$ cat config.mk
export PLATFORM = sky130hd
export DESIGN_NAME = clock_time_ctrl
export DESIGN_NICKNAME = d
export VERILOG_FILES = /design/src/rtl/clock_time_ctrl.sv
export SDC_FILE = /design/constraint.sdc
export NUM_CORES = 1
export LEC_CHECK = 0
export BUFFER_PORTS_ARGS = -buffer_cell sky130_fd_sc_hd__buf_2
export CAP_MARGIN = 20
export CORE_UTILIZATION = 54
export DETAILED_ROUTE_END_ITERATION = 12
export PLACE_DENSITY = 0.84
export REMOVE_ABC_BUFFERS = 1
export SLEW_MARGIN = 20
export SYNTH_ARGS = -nofsm -noshare
export SYNTH_HDL_FRONTEND = slang
export SYNTH_SLANG_ARGS = --single-unit
export TNS_END_PERCENT = 5
$ cat constraint.sdc
create_clock -name clk -period 2 [get_ports clk]
set_input_delay 0.1 -clock clk [delete_from_list [all_inputs] [get_ports clk]]
set_output_delay 0.1 -clock clk [all_outputs]
set_load 0.05 [all_outputs]
$ cat src/rtl/clock_time_ctrl.sv
// rtl/clock_time_ctrl.sv - 24-hour time-of-day counter with two-button set mode
// Buttons are synchronized and edge-detected; all outputs come straight from flops.
module clock_time_ctrl #(
  parameter int SYNC_STAGES = 2
) (
  input  logic       clk,
  input  logic       rst_n,
  input  logic       tick_1hz,
  input  logic       btn_mode,
  input  logic       btn_inc,
  output logic [4:0] hours,
  output logic [5:0] minutes,
  output logic [5:0] seconds,
  output logic [1:0] mode,
  output logic       blink,
  output logic       day_pulse
);

  typedef enum logic [1:0] {
    RUN     = 2'b00,
    SET_HR  = 2'b01,
    SET_MIN = 2'b10
  } mode_e;

  logic [SYNC_STAGES-1:0] mode_sync_q;
  logic [SYNC_STAGES-1:0] inc_sync_q;
  logic                   mode_hist_q;
  logic                   inc_hist_q;

  mode_e      state_q;
  logic [4:0] hours_q;
  logic [5:0] minutes_q;
  logic [5:0] seconds_q;
  logic       blink_q;
  logic       day_pulse_q;

  logic mode_press;
  logic inc_press;
  logic sec_max;
  logic min_max;
  logic hr_max;

  always_ff @(posedge clk or negedge rst_n) begin
    if (!rst_n) begin
      mode_sync_q <= '0;
      inc_sync_q  <= '0;
      mode_hist_q <= 1'b0;
      inc_hist_q  <= 1'b0;
    end else begin
      mode_sync_q <= {mode_sync_q[SYNC_STAGES-2:0], btn_mode};
      inc_sync_q  <= {inc_sync_q[SYNC_STAGES-2:0], btn_inc};
      mode_hist_q <= mode_sync_q[SYNC_STAGES-1];
      inc_hist_q  <= inc_sync_q[SYNC_STAGES-1];
    end
  end

  assign mode_press = mode_sync_q[SYNC_STAGES-1] & ~mode_hist_q;
  assign inc_press  = inc_sync_q[SYNC_STAGES-1] & ~inc_hist_q;

  assign sec_max = (seconds_q == 6'd59);
  assign min_max = (minutes_q == 6'd59);
  assign hr_max  = (hours_q == 5'd23);

  always_ff @(posedge clk or negedge rst_n) begin
    if (!rst_n) begin
      state_q     <= RUN;
      hours_q     <= 5'd0;
      minutes_q   <= 6'd0;
      seconds_q   <= 6'd0;
      blink_q     <= 1'b0;
      day_pulse_q <= 1'b0;
    end else begin
      day_pulse_q <= 1'b0;
      case (state_q)
        RUN: begin
          blink_q <= 1'b0;
          if (mode_press) begin
            state_q <= SET_HR;
          end
          // Whole carry chain resolves in one edge so the display never shows a half-carried time.
          if (tick_1hz) begin
            if (!sec_max) begin
              seconds_q <= seconds_q + 6'd1;
            end else begin
              seconds_q <= 6'd0;
              if (!min_max) begin
                minutes_q <= minutes_q + 6'd1;
              end else begin
                minutes_q <= 6'd0;
                if (!hr_max) begin
                  hours_q <= hours_q + 5'd1;
                end else begin
                  hours_q     <= 5'd0;
                  day_pulse_q <= 1'b1;
                end
              end
            end
          end
        end
        SET_HR: begin
          if (mode_press) begin
            state_q <= SET_MIN;
            blink_q <= 1'b0;
          end else if (inc_press) begin
            hours_q <= hr_max ? 5'd0 : hours_q + 5'd1;
            blink_q <= 1'b0;
          end else if (tick_1hz) begin
            blink_q <= ~blink_q;
          end
        end
        SET_MIN: begin
          if (mode_press) begin
            state_q   <= RUN;
            seconds_q <= 6'd0;
            blink_q   <= 1'b0;
          end else if (inc_press) begin
            minutes_q <= min_max ? 6'd0 : minutes_q + 6'd1;
            blink_q   <= 1'b0;
          end else if (tick_1hz) begin
            blink_q <= ~blink_q;
          end
        end
        default: begin
          state_q <= RUN;
          blink_q <= 1'b0;
        end
      endcase

      // Corrupted fields snap back to zero rather than counting through illegal values.
      if (hours_q > 5'd23) begin
        hours_q <= 5'd0;
      end
      if (minutes_q > 6'd59) begin
        minutes_q <= 6'd0;
      end
      if (seconds_q > 6'd59) begin
        seconds_q <= 6'd0;
      end
    end
  end

  assign hours     = hours_q;
  assign minutes   = minutes_q;
  assign seconds   = seconds_q;
  assign mode      = state_q;
  assign blink     = blink_q;
  assign day_pulse = day_pulse_q;

endmodule

* After elaboration in Yosys (flattened, before gate mapping)
Cells that the tools add are included.
Word-level totals: bits in registers 27, bits of input ports 5, word-level logic and storage cells 83
Cells by class: add/subtract/negate cells 3, magnitude comparators 3, equal/unequal tests 20, multiplexer cells 33, bitwise operators 5, reduce and logical (&&, ||, !) cells 9
Operators with widths (count):
- 6-bit 2-to-1 mux | 10
- 5-bit 2-to-1 mux | 7
- 3-bit inequality test, second input constant | 11
- 6-bit one-hot mux with 2 select lines | 2
- 6-bit by 1-bit adder with 6-bit output, second input constant | 2
- 6-bit equality test, second input constant | 2
- 6-bit > comparator, second input constant | 2
- 5-bit one-hot mux with 2 select lines | 1
- 1-bit 2-to-1 mux | 9
- 3-bit nonzero test | 3
- 2-bit 2-to-1 mux | 3
- 2-bit inequality test, second input constant | 3
- 2-bit one-hot mux with 3 select lines | 1
- 3-bit AND reduction | 2
- 6-bit AND reduction | 1
- 5-bit by 1-bit adder with 5-bit output, second input constant | 1
- 5-bit equality test, second input constant | 1
- 5-bit > comparator, second input constant | 1
- 5-bit AND reduction | 1
- 4-bit by 1-bit inequality test with 1-bit output, second input constant | 1
- 1-bit NOT | 3
- 1-bit AND | 2
- 2-bit by 1-bit equality test with 1-bit output, second input constant | 1
- 2-bit equality test, second input constant | 1
- 2 further kinds | 2

* Depth between registers and ports, before layout
word-level depth 7, gate-level depth with buffers 8, gate-level depth less buffers 7

* Worst setup path after synthesis
OpenSTA, ideal clock, no wires.
kind register -> register, start point register seconds_q[0], in the netlist seconds[0], end point register hours_q[4], in the netlist hours[4], library setup time 121 ps, data arrival time 2080 ps, path slack -201 ps, stages on the path, launching flop included 7, path through dfrtp_1 ha_1 nand3b_4 o41a_1 nor3_2 o21ai_1 a22o_1
Between the ends: word-level cells in the longest chain between the ends 3
Ends and longest elaborated chain:
- start: declaration | line 33 | logic [5:0] seconds_q;
- start signal: assignment | line 83 | seconds_q <= seconds_q + 6'd1;
- 6-bit equality test | line 60 | assign sec_max = (seconds_q == 6'd59);
- 3-bit inequality test (no line)
- 6-bit AND reduction (no line)
- end signal: assignment | line 91 | hours_q <= hours_q + 5'd1;
- end signal: assignment | line 105 | hours_q <= hr_max ? 5'd0 : hours_q + 5'd1;
- end: declaration | line 31 | logic [4:0] hours_q;
No other way between the ends. A chain may end at the register's enable or synchronous reset.

* Final worst setup path
start point register seconds_q[1], in the netlist seconds[1], end point register hours_q[4], in the netlist hours[4]
The elaborated chain is that of the path after synthesis.

==> qor_table.md <==
| Metric | Reported | Unit |
|---|---|---|
| Run status | finished, final reports clean | - |
| Proportion of layout cells with a drive suffix above 1 | 0.250 | - |
| CTS tree | yes | - |
| Most common flop cell mapped by yosys | sky130_fd_sc_hd__dfrtp_1 | - |
| Max_slew headroom | 0.618 | - |
| Total design power | 2.88 | mW |
| Final Skew | 0.00640 | ns |
| Estimated wirelength of the detail-placed design | 2170 | um |
| Cell area after technology mapping | 1410 | um2 |
| Number of flops mapped to enable cells by yosys | 0 | - |
| Flop-to-flop setup slack | 0.10 | ns |
| Vias after detailed routing | 1,205 | - |
| Cell count after synthesis | 142 | - |
| Highest fanout seen on the critical path | 6 | - |
| Sort of element at the end of the critical path | flip-flop | - |
| Final setup margin | 0.103 | ns |
| Worst path arrival time | 2.12 | ns |
| Placer congestion estimate | 0.877 | - |
| Maximum number of pins on one net before global-route repair | 28 | - |
| Global route total overflow | 0 | - |
| Die Outline Area | 2810 | um2 |
| Clock tree sinks | 27 | - |
| Post-CTS Setup Inserts | 0 | - |
| Most frequent standard cell in the layout excluding fill and tap cells | sky130_fd_sc_hd__dfrtp_1 | - |
| Hold/Removal Path Class | input port to flip-flop | - |
| Router iterations before antenna repair | 5 | - |
| Number of warnings printed during yosys synthesis | 0 | - |
| Worst path required time | 2.22 | ns |
| Number of nets with antenna violations after routing | 0 | - |
| Clock-pin slew of the registers on the worst-case setup and hold paths | 0.13 | ns |
| Peak ir drop on the vdd network | 1.01 | mV |
| Final setup violating endpoints | 0 | - |
| Class of the most critical setup path | flip-flop to flip-flop | - |
| Commonest cells after routing, fill and taps aside | sky130_fd_sc_hd__dfrtp_1, sky130_fd_sc_hd__buf_2, sky130_fd_sc_hd__nor2_1, sky130_fd_sc_hd__o21ai_0 | - |
| Power per standard cell area | 1720 | nW/um2 |
| Startpoint Class | flip-flop | - |
| Share of the yosys chip area belonging to registers | 0.480 | - |
| Worst setup timing slack at the placement stage | 0.0521 | ns |
| Net count of the finished layout | 188 | - |
| Routed wire length | 2850 | um |
| Static leakage power | 0.806 | nW |
| Period Utilization, post-route | 0.948 | - |
| Effective utilization at floorplan | 0.568 | - |
| Via count of the first global-routing pass | 1,087 | - |
| Area growth from synthesis to final layout | 18.9 | % |
| Slew of the pin with the lowest slew margin | 0.573 | ns |
| Synth cell types | 43 | - |
| Wire per inst | 13.8 | um |
| Number of top-level design ports | 26 | - |
| Final hold violation count | 0 | - |
| Core footprint | 2480 | um2 |
| Max Freq | 527 | MHz |
| Buffers on Ports | 25 | - |
| Async set-or-reset flop fraction in the synthesized netlist | 1.00 | - |
| Area taken by multi-input logic gates | 722 | um2 |
| Number of antenna repair diodes | 0 | - |
| Deepest clock path buffer count | 2 | - |
| DIE HEIGHT | 53.0 | um |
| Post-detailed-placement cell area | 1590 | um2 |
| Antenna violations before repair | 0 | - |
| DRT iter0 DRCs | 27 | - |
| Flip-flop and latch count after synthesis | 27 | - |
| Number of maximum-capacitance constraint violations | 0 | - |
| Vias per cell | 5.85 | - |
| Level count of the clock H-tree | 1 | - |
| Number of max-slew violations in the final report | 0 | - |
| Residual DRC | 0 | - |
| Tmin final | 1.90 | ns |
| Clock Root Buffer | sky130_fd_sc_hd__clkbuf_4 | - |
| Clock latency on the worst-skew pair | 0.32 | ns |
| Horiz. Die Dim | 53.0 | um |
| Number of placement rows | 18 | - |
| Final worst hold slack | 0.136 | ns |
| Final instance area | 1670 | um2 |
| Layout filler cell count | 212 | - |
| Number of buffers created by CTS | 3 | - |
| Overall Global Routing Usage | 0.222 | - |
| Sequential cell area | 676 | um2 |
| Syn_area_per_cell | 9.90 | um2 |
| Wire length of the first global-routing pass | 4560 | um |
## state kept, by name (all words and copies together) (netlist names), 2 cells and up
register / count
mode_sync_q: 2
seconds: 6
mode: 2
hours: 5
inc_sync_q: 2
minutes: 6
## stage by stage
step                      std cells  setup TNS (ns)   util
final                           206               0  0.675
after CTS                       206               0  0.665
after detailed placement        199               0  0.642
after floorplan                 139          -0.862      -
after global routing            206         -0.0422  0.675
after global placement          199               0  0.642
## per-layer routing
metal	share of wire	routed length, um	GRT usage	up-vias
li1	-	-	-	585
met1	0.46	1310	0.288	591
met2	0.50	1420	0.382	23
met3	0.027	78	0.0259	6
met4	0.012	35	0.0702	0
met5	0	0	0	-
## synthesized netlist by cell type, types with 2 or more instances
cell / n / area share
sky130_fd_sc_hd__a22o_1: 2 / 0.012
sky130_fd_sc_hd__o21ai_0: 12 / 0.043
sky130_fd_sc_hd__nor4_1: 2 / 0.0089
sky130_fd_sc_hd__nand2_1: 9 / 0.024
sky130_fd_sc_hd__a31oi_1: 2 / 0.0089
sky130_fd_sc_hd__and2_1: 2 / 0.0089
sky130_fd_sc_hd__nand2b_1: 2 / 0.0089
sky130_fd_sc_hd__xnor2_1: 3 / 0.019
sky130_fd_sc_hd__nor2b_1: 5 / 0.022
sky130_fd_sc_hd__nand3_1: 7 / 0.025
sky130_fd_sc_hd__nor2_1: 12 / 0.032
sky130_fd_sc_hd__a21oi_1: 11 / 0.039
sky130_fd_sc_hd__and3_1: 3 / 0.013
sky130_fd_sc_hd__ha_1: 6 / 0.053
sky130_fd_sc_hd__inv_1: 5 / 0.013
sky130_fd_sc_hd__mux2i_1: 3 / 0.021
sky130_fd_sc_hd__dfrtp_1: 27 / 0.48
sky130_fd_sc_hd__o21ai_1: 3 / 0.011
sky130_fd_sc_hd__clkbuf_1: 2 / 0.0053
## path summary, 6_finish.rpt
kind	startpoint	end	cells past startpoint
max	seconds[1]	hours[4]	6
min	tick_1hz	blink	3
max reg2reg	seconds[1]	hours[4]	6
min reg2reg	mode_sync_q[0]	mode_sync_q[1]	0
max in group asynchronous	rst_n	hours[0]	2
min in group asynchronous	rst_n	seconds[4]	2
## critical path, stage by stage (launching register included)
cell                       delay, ns
sky130_fd_sc_hd__dfrtp_1        0.43
sky130_fd_sc_hd__ha_1           0.23
sky130_fd_sc_hd__nand3b_4       0.10
sky130_fd_sc_hd__o41a_1         0.46
sky130_fd_sc_hd__nor3_4         0.31
sky130_fd_sc_hd__o21ai_1        0.09
sky130_fd_sc_hd__a22o_1         0.18
## cells by family after synthesis
logic type      share of synthesized area
fa+ha+maj                          0.0534
flops                               0.480
compound gates                      0.173
mux                                0.0214
xor+xnor                           0.0249
simple gates                        0.222
buf+inv                            0.0240
## layout make-up
cell class / instances / share of cell area
Inverter: 5 / 0.0112
Sequential cell: 27 / 0.404
Clock buffer: 4 / 0.0157
Timing Repair Buffer: 33 / 0.115
Multi-Input combinational cell: 107 / 0.432
Tap cell: 30 / 0.0224
## report_power, final
part	leakage, nW	internal [mW]	switching, mW
clock	0.0150	0.0781	0.151
sequential	0.341	0.709	0.178
combinational	0.450	0.553	1.21
total	0.806	1.34	1.54
## what timing repair did
action                                  in CTS  in global routing
hold buffers                                 3                  0
gates resized for setup                      0                  6
endpoints found under the hold margin       29                  0
endpoints found under the setup margin       0                  7
Power figures use the tool's default switching activity.
